File: config.mk
export PLATFORM = sky130hd
export DESIGN_NAME = fir_mac_sched
export DESIGN_NICKNAME = d
export VERILOG_FILES = /design/src/rtl/fir_mac_sched.sv
export SDC_FILE = /design/constraint.sdc
export NUM_CORES = 1
export LEC_CHECK = 0
export ABC_CLOCK_PERIOD_IN_PS = 27300
export BUFFER_PORTS_ARGS = -buffer_cell sky130_fd_sc_hd__buf_2
export CORE_MARGIN = 5
export CORE_UTILIZATION = 50
export CTS_CLUSTER_DIAMETER = 120
export DETAILED_ROUTE_END_ITERATION = 8
export PLACE_DENSITY = 0.66
export SYNTH_ARGS = -nofsm -noshare
export SYNTH_HDL_FRONTEND = slang
export SYNTH_SLANG_ARGS = --single-unit
File: constraint.sdc
create_clock -name CLK_Filter -period 27.3 [get_ports CLK_Filter]
set_clock_uncertainty 0.2 [all_clocks]
set_input_delay 5.46 -clock CLK_Filter [delete_from_list [all_inputs] [get_ports CLK_Filter]]
set_output_delay 5.46 -clock CLK_Filter [all_outputs]
set_load 0.005 [all_outputs]
File: src/rtl/fir_mac_sched.sv
// fir_mac_sched
// Two-channel (IR / RED) 22-tap symmetric FIR filter sharing a single
// serial multiply-accumulate unit. Each accepted sample shifts the granted
// channel's history, then 11 MAC cycles fold the symmetric tap pairs
// (h[i] + h[21-i]) and a one-cycle DONE state publishes the result.
//
// Handshake: a sample transfers on a rising edge where valid && ready.
// ready is combinational, high only in IDLE and only for the channel the
// arbiter grants this cycle. Requesters must hold valid until ready.
//
// Ports
//   CLK_Filter     in   filter clock, rising edge
//   rst_n          in   asynchronous active-low reset
//   ir_valid       in   IR sample request
//   ir_sample[7:0] in   IR ADC value (unsigned)
//   red_valid      in   RED sample request
//   red_sample[7:0] in  RED ADC value (unsigned)
//   ir_ready       out  IR sample accepted this cycle when ir_valid=1
//   red_ready      out  RED sample accepted this cycle when red_valid=1
//   ir_out[19:0]   out  last IR filtered result
//   ir_out_valid   out  one-cycle pulse when ir_out updates
//   red_out[19:0]  out  last RED filtered result
//   red_out_valid  out  one-cycle pulse when red_out updates
//   busy           out  high whenever the FSM is not in IDLE
//
// Configuration
//   FIR_SCHED_RR_EN  defined: round-robin arbitration between channels.
//                    undefined (default): fixed priority, IR wins.

module fir_mac_sched (
  input  logic        CLK_Filter,
  input  logic        rst_n,
  input  logic        ir_valid,
  input  logic [7:0]  ir_sample,
  input  logic        red_valid,
  input  logic [7:0]  red_sample,
  output logic        ir_ready,
  output logic        red_ready,
  output logic [19:0] ir_out,
  output logic        ir_out_valid,
  output logic [19:0] red_out,
  output logic        red_out_valid,
  output logic        busy
);

  typedef enum logic [1:0] {
    S_IDLE = 2'd0,
    S_MAC  = 2'd1,
    S_DONE = 2'd2
  } state_t;

  state_t      state;
  logic [3:0]  tap;
  logic [19:0] acc;
  logic        sel_red;     // channel being computed: 0 = IR, 1 = RED
  logic [7:0]  ir_h  [22];
  logic [7:0]  red_h [22];

`ifdef FIR_SCHED_RR_EN
  logic        rr_ir_prio;  // 1: IR wins the next contested grant
`endif

  logic        grant_ir;
  logic        grant_red;
  logic [4:0]  idx_new;
  logic [4:0]  idx_old;
  logic [7:0]  h_new;
  logic [7:0]  h_old;
  logic [8:0]  pair_sum;
  logic [7:0]  coef;
  logic [16:0] prod;
  logic [19:0] acc_next;

  function automatic logic [7:0] coef_lut(input logic [3:0] i);
    case (i)
      4'd0:    coef_lut = 8'd2;
      4'd1:    coef_lut = 8'd10;
      4'd2:    coef_lut = 8'd16;
      4'd3:    coef_lut = 8'd28;
      4'd4:    coef_lut = 8'd43;
      4'd5:    coef_lut = 8'd60;
      4'd6:    coef_lut = 8'd78;
      4'd7:    coef_lut = 8'd95;
      4'd8:    coef_lut = 8'd111;
      4'd9:    coef_lut = 8'd122;
      4'd10:   coef_lut = 8'd128;
      default: coef_lut = 8'd0;
    endcase
  endfunction

  // Arbitration: only meaningful in IDLE; at most one grant is ever high.
  always_comb begin
    grant_ir  = 1'b0;
    grant_red = 1'b0;
    if (state == S_IDLE) begin
`ifdef FIR_SCHED_RR_EN
      if (ir_valid && red_valid) begin
        grant_ir  = rr_ir_prio;
        grant_red = !rr_ir_prio;
      end else begin
        grant_ir  = ir_valid;
        grant_red = red_valid;
      end
`else
      grant_ir  = ir_valid;
      grant_red = red_valid && !ir_valid;
`endif
    end
  end

  assign ir_ready  = grant_ir;
  assign red_ready = grant_red;
  assign busy      = (state != S_IDLE);

  // Folded symmetric tap: coefficient i multiplies h[i] + h[21-i].
  always_comb begin
    idx_new  = {1'b0, tap};
    idx_old  = 5'd21 - {1'b0, tap};
    h_new    = sel_red ? red_h[idx_new] : ir_h[idx_new];
    h_old    = sel_red ? red_h[idx_old] : ir_h[idx_old];
    pair_sum = {1'b0, h_new} + {1'b0, h_old};
    coef     = coef_lut(tap);
    prod     = {9'd0, coef} * {8'd0, pair_sum};
    acc_next = acc + {3'd0, prod};
  end

  always_ff @(posedge CLK_Filter or negedge rst_n) begin
    if (!rst_n) begin
      state         <= S_IDLE;
      tap           <= 4'd0;
      acc           <= 20'd0;
      sel_red       <= 1'b0;
      ir_out        <= 20'd0;
      red_out       <= 20'd0;
      ir_out_valid  <= 1'b0;
      red_out_valid <= 1'b0;
`ifdef FIR_SCHED_RR_EN
      rr_ir_prio    <= 1'b1;
`endif
      for (int k = 0; k < 22; k++) begin
        ir_h[k]  <= 8'd0;
        red_h[k] <= 8'd0;
      end
    end else begin
      case (state)
        S_IDLE: begin
          if (grant_ir || grant_red) begin
            sel_red <= grant_red;
            acc     <= 20'd0;
            tap     <= 4'd0;
            state   <= S_MAC;
            if (grant_red) begin
              for (int k = 21; k > 0; k--) red_h[k] <= red_h[k-1];
              red_h[0] <= red_sample;
            end else begin
              for (int k = 21; k > 0; k--) ir_h[k] <= ir_h[k-1];
              ir_h[0] <= ir_sample;
            end
`ifdef FIR_SCHED_RR_EN
            // The channel just served loses priority for the next contest.
            rr_ir_prio <= grant_red;
`endif
          end
        end
        S_MAC: begin
          acc <= acc_next;
          if (tap == 4'd10) begin
            // Result registers update on entry to DONE so the pulse and the
            // new value are both visible during the DONE cycle.
            state <= S_DONE;
            if (sel_red) begin
              red_out       <= acc_next;
              red_out_valid <= 1'b1;
            end else begin
              ir_out        <= acc_next;
              ir_out_valid  <= 1'b1;
            end
          end else begin
            tap <= tap + 4'd1;
          end
        end
        S_DONE: begin
          ir_out_valid  <= 1'b0;
          red_out_valid <= 1'b0;
          tap           <= 4'd0;
          state         <= S_IDLE;
        end
        default: begin
          state <= S_IDLE;
        end
      endcase
    end
  end

endmodule

==> summary.txt <==
syn_area_per_cell - 11.36 sq um
Final Critical Period - 12430 ps
Seq cells post-synth - 421
syn_nets - 2261
Top FF cell, synth - dfrtp_1
simple-gate portion of the synthesized area - 12.38%
largest family of logic cells by synthesized area - multiplexers
pin count of the biggest net entering global routing - 166
Synth Area in Adders - 8.148%
Post-Synthesis Cell Area - 24080 sq um
Netlist cell types - 54
most common cell in the netlist - nand2_1
total of max-cap violations - 0
Clock transition at path regs - 60 ps
global placement routability congestion - 0.8952
synth top area cells - dfrtp_1 (44%), mux4_2 (15%), nand2_1 (9.9%)
diode count - 0
total die area - 52640 sq um
antenna-violating nets left - 0
worst r2r src - tap[1]
routed wire length - 50.59 mm
GRT Total Usage - 19.68%
I/O Buffers - 64
fmax - 0.08042 GHz
final setup fails - 0
gr ovfl total - 0
Clock Latency Late Sink - 590 ps
fin crit share - 45.55%
Worst slew margin - 26.61%
CTS HTree Levels - 2
initial drt markers - 1072
First-pass DRT Iterations - 5
Chip Height - 229.4 um
PostCTS Resize Cnt - 0
RSZ-0062 raised after global routing - false
# Post-CTS Setup Buffers - 0
Layout area overhead - 9.463%
final hold vios - 0
Core ar. - 47650 sq um
TritonCTS clock tree - built
initial core utilization - 50.53%
crit path from - ir_valid
R2R Setup Slk - 17360 ps
setup total negative slack - 0 ps
Levels on crit path - 4
Worst Setup Path Type - in -> out
max incr delay on CP - 650 ps
Worst Path Max Fanout - 87
DR DRC count - 0
xor and xnor fraction of the mapped netlist area - 0.8367%
worst slew pin tran - 1101 ps
global-route wire length before repair - 85.86 mm
initial antenna violation count - 0
sequential area share after synthesis - 43.76%
CTS max path bufs - 3
worst path bufs/invs - 3
Yosys top cell area share - 43.76%
Die X - 229.4 um
Max Transition Viols Final - 0
cell count of the worst reg-to-reg path - 27
mux cell area share after synthesis - 26.33%
startpoint types - input port
synthesized instance count - 2119
share of layout cells above drive strength 1 - 24.57%
fillcell total - 3991
crit-path cells - buf_2, nand3b_1, inv_4, buf_2
CP max stage cell - inv_4
Hold Buf Count CTS - 0
vias in the first global route - 16280
Post-synth EDFFs - 0
delay-heaviest family, CP - buffers and inverters
post-synthesis compound-gate area fraction - 4.469%
Syn. warnings - 0
Hold Startpoint - red_out[5]
WL/cell - 18.20 um
biggest area consumer among synthesized cells - dfrtp_1
HP Class - reg -> reg
fin nets - 2269
Async SR Flop Fraction - 100.0%
Critical Path RT - 21640 ps
most numerous cell on the critical path - buf_2
Vias/cell - 5.665
number of buffers created by CTS - 46
RR Endpoint - acc[18]
Clock Tree Root - clkbuf_16
I/O pins - 65
Worst Path Arrival - 6770 ps
Clock Sinks - 421
row count - 80
crit path capture type - output pin
worst setup path end - red_ready
commonest cells in the netlist - nand2_1 (638), dfrtp_1 (421), mux2_2 (197)
status - completed
via count - 15750
HPWL Detailed - 32.85 mm
-- state kept, by name, summed over array words and instances (netlist names) --
signal	count
ir_out_valid	1
state	2
red_out	20
red_h	176
ir_h	176
ir_out	20
sel_red	1
red_out_valid	1
tap	4
acc	20
-- worst min-delay path by stage --
stage	endpoint	slack, ps	depth (start not counted)
2_1_floorplan	red_h[0]	250	2
3_3_place_gp	red_out[2]	250	2
3_5_place_dp	red_out[4]	260	2
4_1_cts	red_h[2]	280	2
5_1_grt	ir_out[5]	300	2
6_report	red_out[5]	270	2
-- cell families after synthesis --
kind of cell | Yosys count
xor+xnor | 23
fa+ha+maj | 122
flops | 421
buf+inv | 228
mux | 405
compound gates | 166
simple gates | 754
-- layer usage --
metal	vias to the layer above	wire length [um]	global-route usage, %
li1	7318	-	-
met1	8021	22220	26.73
met2	328	24830	32.91
met3	82	1985	2.762
met4	0	1556	6.653
met5	-	0	0
-- final cells by class --
class	instances	area (sq um)	area share, %
multi-input cells	1470	12590	47.75
flip-flops and latches	421	10540	40.01
clock buffers	72	1400	5.312
well taps	615	769.5	2.920
repair buffers	84	493.0	1.870
inverters	104	392.9	1.491
clock inverters	14	170.2	0.6457
-- placed cells by master (no fill, tap or decap), types with 13 or more instances in the layout --
cell,count
nand2_1,637
dfrtp_1,418
mux2_2,197
mux4_2,163
inv_1,101
ha_1,64
buf_2,63
fa_1,58
nor2_1,54
clkbuf_16,47
mux2i_1,45
o21ai_0,40
a21oi_1,36
buf_4,19
nand2b_1,18
o22ai_1,15
a22o_1,14
xnor2_1,13
clkbuf_8,13
-- worst reg2reg max path: cells and delay by family, from the launching register on --
kind	cells	cell delay [ps]
AO/OA/AOI/OAI	12	3330
multiplexers	1	220
XOR/XNOR	1	600
flip-flops	1	1030
AND/OR/NAND/NOR	2	640
adder cells (fa/ha/maj)	7	3100
buffers and inverters	4	720
-- through the flow --
| step | utilization (%) | setup slack, ps | cells | area (sq um) | hold WS [ps] |
|---|---|---|---|---|---|
| after global placement | 52.02 | 14870 | 2694 | 24790 | 251.8 |
| after global routing | 55.32 | 14740 | 2780 | 26360 | 298.4 |
| final | 55.32 | 14870 | 2780 | 26360 | 268.0 |
| after CTS | 55.32 | 14840 | 2780 | 26360 | 276.3 |
| after detailed placement | 52.02 | 14850 | 2694 | 24790 | 261.6 |
| after floorplan | - | 15330 | 2119 | 24080 | 245.1 |
Power is not shown: default switching activity piles up to over one toggle a cycle in this logic, so the estimate is an artifact.
